`src/rtl/mem_reader_pkg.sv`:
```
// ============================================================
// Package : mem_reader_pkg
// Shared FSM state type and output-buffer sizing for mem_reader.
// Rev     : 1.0
// ============================================================
`default_nettype none

package mem_reader_pkg;

  typedef enum logic [1:0] {
    IDLE   = 2'd0,
    READ   = 2'd1,
    DRAIN  = 2'd2,
    FINISH = 2'd3
  } mem_reader_state_t;

  localparam int BUF_DEPTH = 2;
  localparam int CNT_WIDTH = $clog2(BUF_DEPTH + 1);
  localparam int PTR_WIDTH = (BUF_DEPTH > 1) ? $clog2(BUF_DEPTH) : 1;

  localparam logic [CNT_WIDTH-1:0] BUF_FULL = CNT_WIDTH'(BUF_DEPTH);
  localparam logic [CNT_WIDTH-1:0] CNT_ONE  = CNT_WIDTH'(1);

endpackage

`default_nettype wire

```
`src/rtl/mem_reader_if.sv`:
```
// ============================================================
// Interface : mem_reader_if
// Control, RAM read port and output stream of mem_reader.
// Rev       : 1.0
// ============================================================
`default_nettype none

interface mem_reader_if #(
  parameter int ADDR_WIDTH = 12,
  parameter int DATA_WIDTH = 12
) ();

  logic                  start;
  logic [ADDR_WIDTH-1:0] startAddr;
  logic [ADDR_WIDTH-1:0] endAddr;
  logic                  busy;
  logic                  done;

  logic                  memRdEn;
  logic [ADDR_WIDTH-1:0] memAddr;
  logic [DATA_WIDTH-1:0] memDataIn;

  logic [DATA_WIDTH-1:0] dataOut;
  logic                  dataValid;
  logic                  dataReady;

  // master: the reader itself; slave: controller, RAM and stream consumer
  modport master (
    input  start, startAddr, endAddr, memDataIn, dataReady,
    output busy, done, memRdEn, memAddr, dataOut, dataValid
  );

  modport slave (
    output start, startAddr, endAddr, memDataIn, dataReady,
    input  busy, done, memRdEn, memAddr, dataOut, dataValid
  );

endinterface

`default_nettype wire

```
`src/rtl/mem_reader_skid_fifo.sv`:
```
// ============================================================
// Module : skid_fifo
// Two-entry output buffer absorbing the RAM read latency.
// Rev    : 1.0
// ============================================================
`default_nettype none

module skid_fifo
  import mem_reader_pkg::*;
#(
  parameter int DATA_WIDTH = 12
) (
  input  logic                  clk,
  input  logic                  rst,
  input  logic                  push,
  input  logic                  pop,
  input  logic [DATA_WIDTH-1:0] dataIn,
  output logic [DATA_WIDTH-1:0] dataOut,
  output logic                  empty,
  output logic [CNT_WIDTH-1:0]  count
);

  logic [DATA_WIDTH-1:0] mem_q [BUF_DEPTH];
  logic [PTR_WIDTH-1:0]  rd_ptr_q;
  logic [PTR_WIDTH-1:0]  wr_ptr_q;
  logic [CNT_WIDTH-1:0]  count_q;

  logic w_do_pop;
  logic w_do_push;

  // A push into a full buffer is only legal when the same cycle frees a slot
  assign w_do_pop  = pop && (count_q != '0);
  assign w_do_push = push && ((count_q != BUF_FULL) || w_do_pop);

  always_ff @(posedge clk or posedge rst) begin
    if (rst) begin
      for (int i = 0; i < BUF_DEPTH; i++) begin
        mem_q[i] <= '0;
      end
      rd_ptr_q <= '0;
      wr_ptr_q <= '0;
      count_q  <= '0;
    end else begin
      if (w_do_push) begin
        mem_q[wr_ptr_q] <= dataIn;
        wr_ptr_q        <= wr_ptr_q + PTR_WIDTH'(1);
      end
      if (w_do_pop) begin
        rd_ptr_q <= rd_ptr_q + PTR_WIDTH'(1);
      end
      case ({w_do_push, w_do_pop})
        2'b10:   count_q <= count_q + CNT_ONE;
        2'b01:   count_q <= count_q - CNT_ONE;
        default: count_q <= count_q;
      endcase
    end
  end

  assign dataOut = mem_q[rd_ptr_q];
  assign empty   = (count_q == '0);
  assign count   = count_q;

endmodule

`default_nettype wire

```
`src/rtl/mem_reader.sv`:
```
// ============================================================
// Module : mem_reader
// Streams a contiguous RAM address range onto a valid/ready stream.
// Rev    : 1.0
// ============================================================
`default_nettype none

module mem_reader
  import mem_reader_pkg::*;
#(
  parameter int ADDR_WIDTH = 12,
  parameter int DATA_WIDTH = 12
) (
  input  logic         clk,
  input  logic         rst,
  mem_reader_if.master bus
);

  localparam logic [CNT_WIDTH:0]  CRED_LIMIT = (CNT_WIDTH + 1)'(BUF_DEPTH);
  localparam logic [ADDR_WIDTH:0] REM_ONE    = (ADDR_WIDTH + 1)'(1);

  mem_reader_state_t     state_q;
  logic [ADDR_WIDTH-1:0] addr_q;
  logic [ADDR_WIDTH:0]   remaining_q;
  logic                  inflight_q;
  logic                  busy_q;
  logic                  done_q;

  logic                  w_fifo_empty;
  logic [CNT_WIDTH-1:0]  w_fifo_count;
  logic [DATA_WIDTH-1:0] w_fifo_dout;
  logic                  w_pop;
  logic [CNT_WIDTH:0]    w_credit;
  logic                  w_issue;
  logic                  w_last_issue;
  logic                  w_drain_done;
  logic [ADDR_WIDTH:0]   w_count_n;
  logic [ADDR_WIDTH-1:0] addr_d;
  logic [ADDR_WIDTH:0]   remaining_d;

  assign w_pop = !w_fifo_empty && bus.dataReady;

  // Occupancy the buffer will reach once the in-flight read lands; a new read
  // may only go out while that stays below the buffer depth.
  assign w_credit = {1'b0, w_fifo_count}
                  + {{CNT_WIDTH{1'b0}}, inflight_q}
                  - {{CNT_WIDTH{1'b0}}, w_pop};

  assign w_issue      = (state_q == READ) && (w_credit < CRED_LIMIT);
  assign w_last_issue = w_issue && (remaining_q == REM_ONE);

  // The buffer empties this cycle when nothing is in flight and the only
  // remaining word (if any) is being accepted now.
  assign w_drain_done = !inflight_q && (w_fifo_count == CNT_WIDTH'(w_pop));

  // Full-range transfers (end = start - 1) need the extra count bit
  assign w_count_n   = {1'b0, bus.endAddr - bus.startAddr} + REM_ONE;
  assign addr_d      = addr_q + ADDR_WIDTH'(1);
  assign remaining_d = remaining_q - REM_ONE;

  always_ff @(posedge clk or posedge rst) begin
    if (rst) begin
      state_q     <= IDLE;
      addr_q      <= '0;
      remaining_q <= '0;
      inflight_q  <= 1'b0;
      busy_q      <= 1'b0;
      done_q      <= 1'b0;
    end else begin
      inflight_q <= w_issue;
      done_q     <= 1'b0;
      case (state_q)
        IDLE: begin
          if (bus.start) begin
            addr_q      <= bus.startAddr;
            remaining_q <= w_count_n;
            busy_q      <= 1'b1;
            state_q     <= READ;
          end
        end
        READ: begin
          if (w_issue) begin
            addr_q      <= addr_d;
            remaining_q <= remaining_d;
            if (w_last_issue) begin
              state_q <= DRAIN;
            end
          end
        end
        DRAIN: begin
          if (w_drain_done) begin
            busy_q  <= 1'b0;
            done_q  <= 1'b1;
            state_q <= FINISH;
          end
        end
        FINISH: begin
          state_q <= IDLE;
        end
        default: begin
          busy_q  <= 1'b0;
          state_q <= IDLE;
        end
      endcase
    end
  end

  skid_fifo #(
    .DATA_WIDTH (DATA_WIDTH)
  ) u_skid_fifo (
    .clk     (clk),
    .rst     (rst),
    .push    (inflight_q),
    .pop     (w_pop),
    .dataIn  (bus.memDataIn),
    .dataOut (w_fifo_dout),
    .empty   (w_fifo_empty),
    .count   (w_fifo_count)
  );

  assign bus.memRdEn   = w_issue;
  assign bus.memAddr   = addr_q;
  assign bus.busy      = busy_q;
  assign bus.done      = done_q;
  assign bus.dataValid = !w_fifo_empty;
  assign bus.dataOut   = w_fifo_dout;

endmodule

`default_nettype wire
```
`src/flat_wrapper.sv`:
```
// flat-port wrapper written by rule: the top's interface ports become plain ports
module mem_reader_flat import mem_reader_pkg::*;
#(
  parameter int ADDR_WIDTH = 12,
  parameter int DATA_WIDTH = 12
)
  (clk, rst, bus_start, bus_startAddr, bus_endAddr, bus_memDataIn, bus_dataReady, bus_busy, bus_done, bus_memRdEn, bus_memAddr, bus_dataOut, bus_dataValid);
  mem_reader_if #(.ADDR_WIDTH(ADDR_WIDTH), .DATA_WIDTH(DATA_WIDTH)) bus_i ();
  input  logic clk;
  input  logic rst;
  input wire logic [$bits(bus_i.start)-1:0] bus_start;
  input wire logic [$bits(bus_i.startAddr)-1:0] bus_startAddr;
  input wire logic [$bits(bus_i.endAddr)-1:0] bus_endAddr;
  input wire logic [$bits(bus_i.memDataIn)-1:0] bus_memDataIn;
  input wire logic [$bits(bus_i.dataReady)-1:0] bus_dataReady;
  output wire logic [$bits(bus_i.busy)-1:0] bus_busy;
  output wire logic [$bits(bus_i.done)-1:0] bus_done;
  output wire logic [$bits(bus_i.memRdEn)-1:0] bus_memRdEn;
  output wire logic [$bits(bus_i.memAddr)-1:0] bus_memAddr;
  output wire logic [$bits(bus_i.dataOut)-1:0] bus_dataOut;
  output wire logic [$bits(bus_i.dataValid)-1:0] bus_dataValid;
  assign bus_i.start = bus_start;
  assign bus_i.startAddr = bus_startAddr;
  assign bus_i.endAddr = bus_endAddr;
  assign bus_i.memDataIn = bus_memDataIn;
  assign bus_i.dataReady = bus_dataReady;
  assign bus_busy = bus_i.busy;
  assign bus_done = bus_i.done;
  assign bus_memRdEn = bus_i.memRdEn;
  assign bus_memAddr = bus_i.memAddr;
  assign bus_dataOut = bus_i.dataOut;
  assign bus_dataValid = bus_i.dataValid;
  mem_reader #(.ADDR_WIDTH(ADDR_WIDTH), .DATA_WIDTH(DATA_WIDTH)) u_core (.clk(clk), .rst(rst), .bus(bus_i));
endmodule
```
`config.mk`:
```
export PLATFORM = sky130hd
export DESIGN_NAME = mem_reader_flat
export DESIGN_NICKNAME = d
export VERILOG_FILES = /design/src/rtl/mem_reader_pkg.sv /design/src/rtl/mem_reader_if.sv /design/src/rtl/mem_reader_skid_fifo.sv /design/src/rtl/mem_reader.sv /design/src/flat_wrapper.sv
export SDC_FILE = /design/constraint.sdc
export NUM_CORES = 1
export LEC_CHECK = 0
export ABC_AREA = 1
export CAP_MARGIN = 20
export CELL_PAD_IN_SITES_DETAIL_PLACEMENT = 1
export CELL_PAD_IN_SITES_GLOBAL_PLACEMENT = 1
export CORE_MARGIN = 2
export CORE_UTILIZATION = 39
export DETAILED_ROUTE_END_ITERATION = 12
export GPL_TIMING_DRIVEN = 0
export PLACE_DENSITY_LB_ADDON = 0.05
export SYNTH_ARGS = -nofsm -noshare
export SYNTH_HDL_FRONTEND = slang
export SYNTH_SLANG_ARGS = --single-unit
```
`constraint.sdc`:
```
create_clock -name clk -period 4.1 [get_ports clk]
set_clock_uncertainty 0.15 [all_clocks]
set_input_delay 0.82 -clock clk [delete_from_list [all_inputs] [get_ports clk]]
set_output_delay 0.82 -clock clk [all_outputs]
set_load 0.05 [all_outputs]
```
==> metrics.md <==
| Metric | Value |
|---|---|
| Result of the run | `finished, final reports clean` |
| Clock tree root buffer cell | `sky130_fd_sc_hd__clkbuf_8` |
| Num ports | `68` |
| Kind of end point of the critical path | `output pin` |
| Std-Cell Core Area | `10300 µm²` |
| Crit path kind | `in -> out` |
| Warnings from Yosys | `0` |
| Skew-Pair Late Insertion Delay | `340 ps` |
| Overall via count from detail_route | `3938` |
| First-pass GRT wire length | `20.9 mm` |
| Buffers added on ports | `67` |
| Post-CTS Hold Fix Bufs | `0` |
| Worst slew margin relative to its limit | `0.547` |
| Commonest non-fill, non-tap cell in the layout | `sky130_fd_sc_hd__nand2_1` |
| Hold Vio Cnt, Final | `0` |
| Count of cells resized by post-cts repair | `6` |
| Max-cap violations | `0` |
| Share of layout cells above drive strength 1 | `0.132` |
| Critical-path cell with the highest stage delay | `sky130_fd_sc_hd__clkdlybuf4s50_1` |
| TritonCTS buffer count | `9` |
| Sum Neg Setup Slack | `0 ps` |
| Number of sinks handled by clock tree synthesis | `58` |
| Avg Synthesized Cell Area | `7.54 µm²` |
| WP data arrival | `3000 ps` |
| Endpoint required time on the critical path | `3130 ps` |
| Number of pins with negative max-slew slack in the final report | `0` |
| Proportion of synthesized flip-flops having asynchronous set or reset | `1.00` |
| # diodes | `0` |
| Worst hold-check path type | `reg -> reg` |
| Worst-Margin Slew | `679 ps` |
| DR iter-0 viols | `181` |
| Cells traversed along the worst timing path | `clkdlybuf4s50_1 -> nand2_2 -> inv_1 -> ha_1 -> or2_2 -> fa_1 -> xnor2_1 -> nand2_1 -> nor2_2 -> buf_6` |
| Count of state elements after synthesis | `58` |
| Biggest fanout along the worst timing path | `3` |
| Ratio of total power to cell area | `768 nW/µm²` |
| Number of antenna violations at the first check in global routing | `0` |
| Synthesized net count | `605` |
| Hold Slack | `331 ps` |
| Relative area change from synthesis to final layout | `26.2%` |
| Number of distinct standard cells referenced by the synthesized netlist | `46` |
| Cell area after placement | `4960 µm²` |
| Total grt overflow | `0` |
| # setup viols final | `0` |
| Final critical-path required period | `3970 ps` |
| Number of H-tree levels | `3` |
| Post-detailed-route DRC marker count | `0` |
| Detailed Place HPWL | `9.61 mm` |
| Final critical-path share of the clock period | `0.967` |
| Number of standard cells after synthesis | `543` |
| Netlist area before placement | `4100 µm²` |
| Non-filler cells in the finished layout | `763` |
| DR WL/cell | `16.1 µm` |
| Total Wirelength | `12.3 mm` |
| Final estimated routing congestion in global placement | `0.835` |
| Clock-pin slew on the worst setup and hold paths | `60 ps` |
| Worst hold path cell count | `2` |
| CP max stage delay | `440 ps` |
| Pin count of the biggest net entering global routing | `42` |
| Effective utilization at floorplan | `0.398` |
| Count of flip-flops with a built-in enable after synthesis | `0` |
| Avg Vias per Cell | `5.16` |
| Width of the die | `106 µm` |
| Die Ht | `106 µm` |
| Most used DFF post-synth | `sky130_fd_sc_hd__dfrtp_1` |
| Clock buffer depth | `2` |
| End-of-flow core utilization | `0.503` |
| Startpoint class of the critical path | `primary input` |
| Static Leak | `2.45 nW` |
| Highest-count cells in the layout ignoring fill and taps | `sky130_fd_sc_hd__nand2_1 (110), sky130_fd_sc_hd__inv_1 (83), sky130_fd_sc_hd__clkdlybuf4s50_1 (66)` |
| Placed cell count | `747` |
| Row Count | `37` |
| Design Area, Final | `5170 µm²` |
| Setup bufs post-CTS | `0` |
| Seq/Total Area, Yosys | `0.354` |
| Detailed Routing Iterations Pass 1 | `4` |
| VDD IR max | `0.473 mV` |
| Final-stage net count | `684` |
| Setup repair after global routing missed its margin | `true` |
| Worst reg-to-reg path cell count | `15` |
| All-Layer GR Usage | `0.231` |
| Number of global-route vias before repair | `4251` |
| Maximum clock frequency | `252 MHz` |
| Post-DRT Antenna Nets | `0` |
| CTS tree | `yes` |
| Full die area | `11300 µm²` |
synth_stat cells (5+ instances only):
library cell	n	area [µm²]
sky130_fd_sc_hd__ha_1	20	250
sky130_fd_sc_hd__nand3_1	25	125
sky130_fd_sc_hd__o21ai_0	65	325
sky130_fd_sc_hd__mux2_2	12	135
sky130_fd_sc_hd__nand4_1	9	56.3
sky130_fd_sc_hd__clkbuf_1	10	37.5
sky130_fd_sc_hd__a21oi_1	29	145
sky130_fd_sc_hd__nand2_1	110	413
sky130_fd_sc_hd__nor2_4	5	56.3
sky130_fd_sc_hd__o211ai_1	7	52.6
sky130_fd_sc_hd__a31oi_1	5	31.3
sky130_fd_sc_hd__nand2_2	12	75.1
sky130_fd_sc_hd__inv_1	84	315
sky130_fd_sc_hd__nor2_1	31	116
sky130_fd_sc_hd__dfrtp_1	58	1450
sky130_fd_sc_hd__nand3_2	9	90.1
logic make-up (layout without fill, tap and decap cells):
kind of cell	count (synthesis)	count (layout)	synth area share
AND/OR/NAND/NOR	216	216	0.254
AO/OA/AOI/OAI	124	124	0.171
buffers and inverters	103	187	0.0981
flip-flops	58	58	0.354
adder cells (fa/ha/maj)	22	22	0.0709
multiplexers	12	12	0.0330
XOR/XNOR	8	8	0.0189
stage by stage:
stage          total power [mW]  setup slack [ps]
3_5_place_dp               3.41              -569
6_report                   3.97               134
3_3_place_gp               3.31              -490
5_1_grt                    4.27             -26.0
2_1_floorplan              2.65               193
4_1_cts                    3.97              35.8
flip-flops by register name, summed over array words and instances (netlist names):
register / flops
u_core.bus.memAddr: 12
u_core.bus.busy: 1
u_core.u_skid_fifo.wr_ptr_q: 1
u_core.u_skid_fifo.rd_ptr_q: 1
u_core.state_q: 2
u_core.inflight_q: 1
u_core.remaining_q: 13
u_core.bus.done: 1
u_core.u_skid_fifo.count: 2
u_core.u_skid_fifo.mem_q: 24
power breakdown:
part           switching [mW]  total, mW  internal (mW)  leakage, nW
Combinational            1.54       2.35          0.809         1.63
Clock                   0.244      0.555          0.311        0.105
Sequential              0.218       1.07          0.848        0.715
Total                    2.00       3.97           1.97         2.45
worst max-delay path, delay by kind of cell:
family	cells	cell delay, ps
buffers and inverters	3	690
AND/OR/NAND/NOR	4	670
XOR/XNOR	1	140
adder cells (fa/ha/maj)	2	700
worst paths after layout:
kind,startpoint,endpoint,slack [ps]
max,bus_dataReady,bus_memRdEn,130
min,u_core.u_skid_fifo.mem_q[19],u_core.u_skid_fifo.mem_q[19],330
max reg2reg,u_core.u_skid_fifo.count[1],u_core.bus.memAddr[2],580
min reg2reg,u_core.u_skid_fifo.mem_q[19],u_core.u_skid_fifo.mem_q[19],330
max in group asynchronous,rst,u_core.bus.memAddr[2],2560
min in group asynchronous,rst,u_core.state_q[1],660
layer usage:
metal / vias up / part of all wire / GRT usage
li1: 1937 / - / -
met1: 1911 / 0.44 / 0.290
met2: 83 / 0.51 / 0.406
met3: 7 / 0.042 / 0.0435
met4: 0 / 0.0082 / 0.0612
met5: - / 0 / 0
final cells by class:
type                            instances  area, µm²
Tap cell                              136        170
Clock inverter                          5       52.6
Buffer                                 16       77.6
Inverter                               87        327
Sequential cell                        58       1450
Fill cell                            1317       5110
Timing Repair Buffer                   68        692
Clock buffer                           11        151
Multi-Input combinational cell        382       2240
Note: power is estimated with default switching activity, not from simulation.
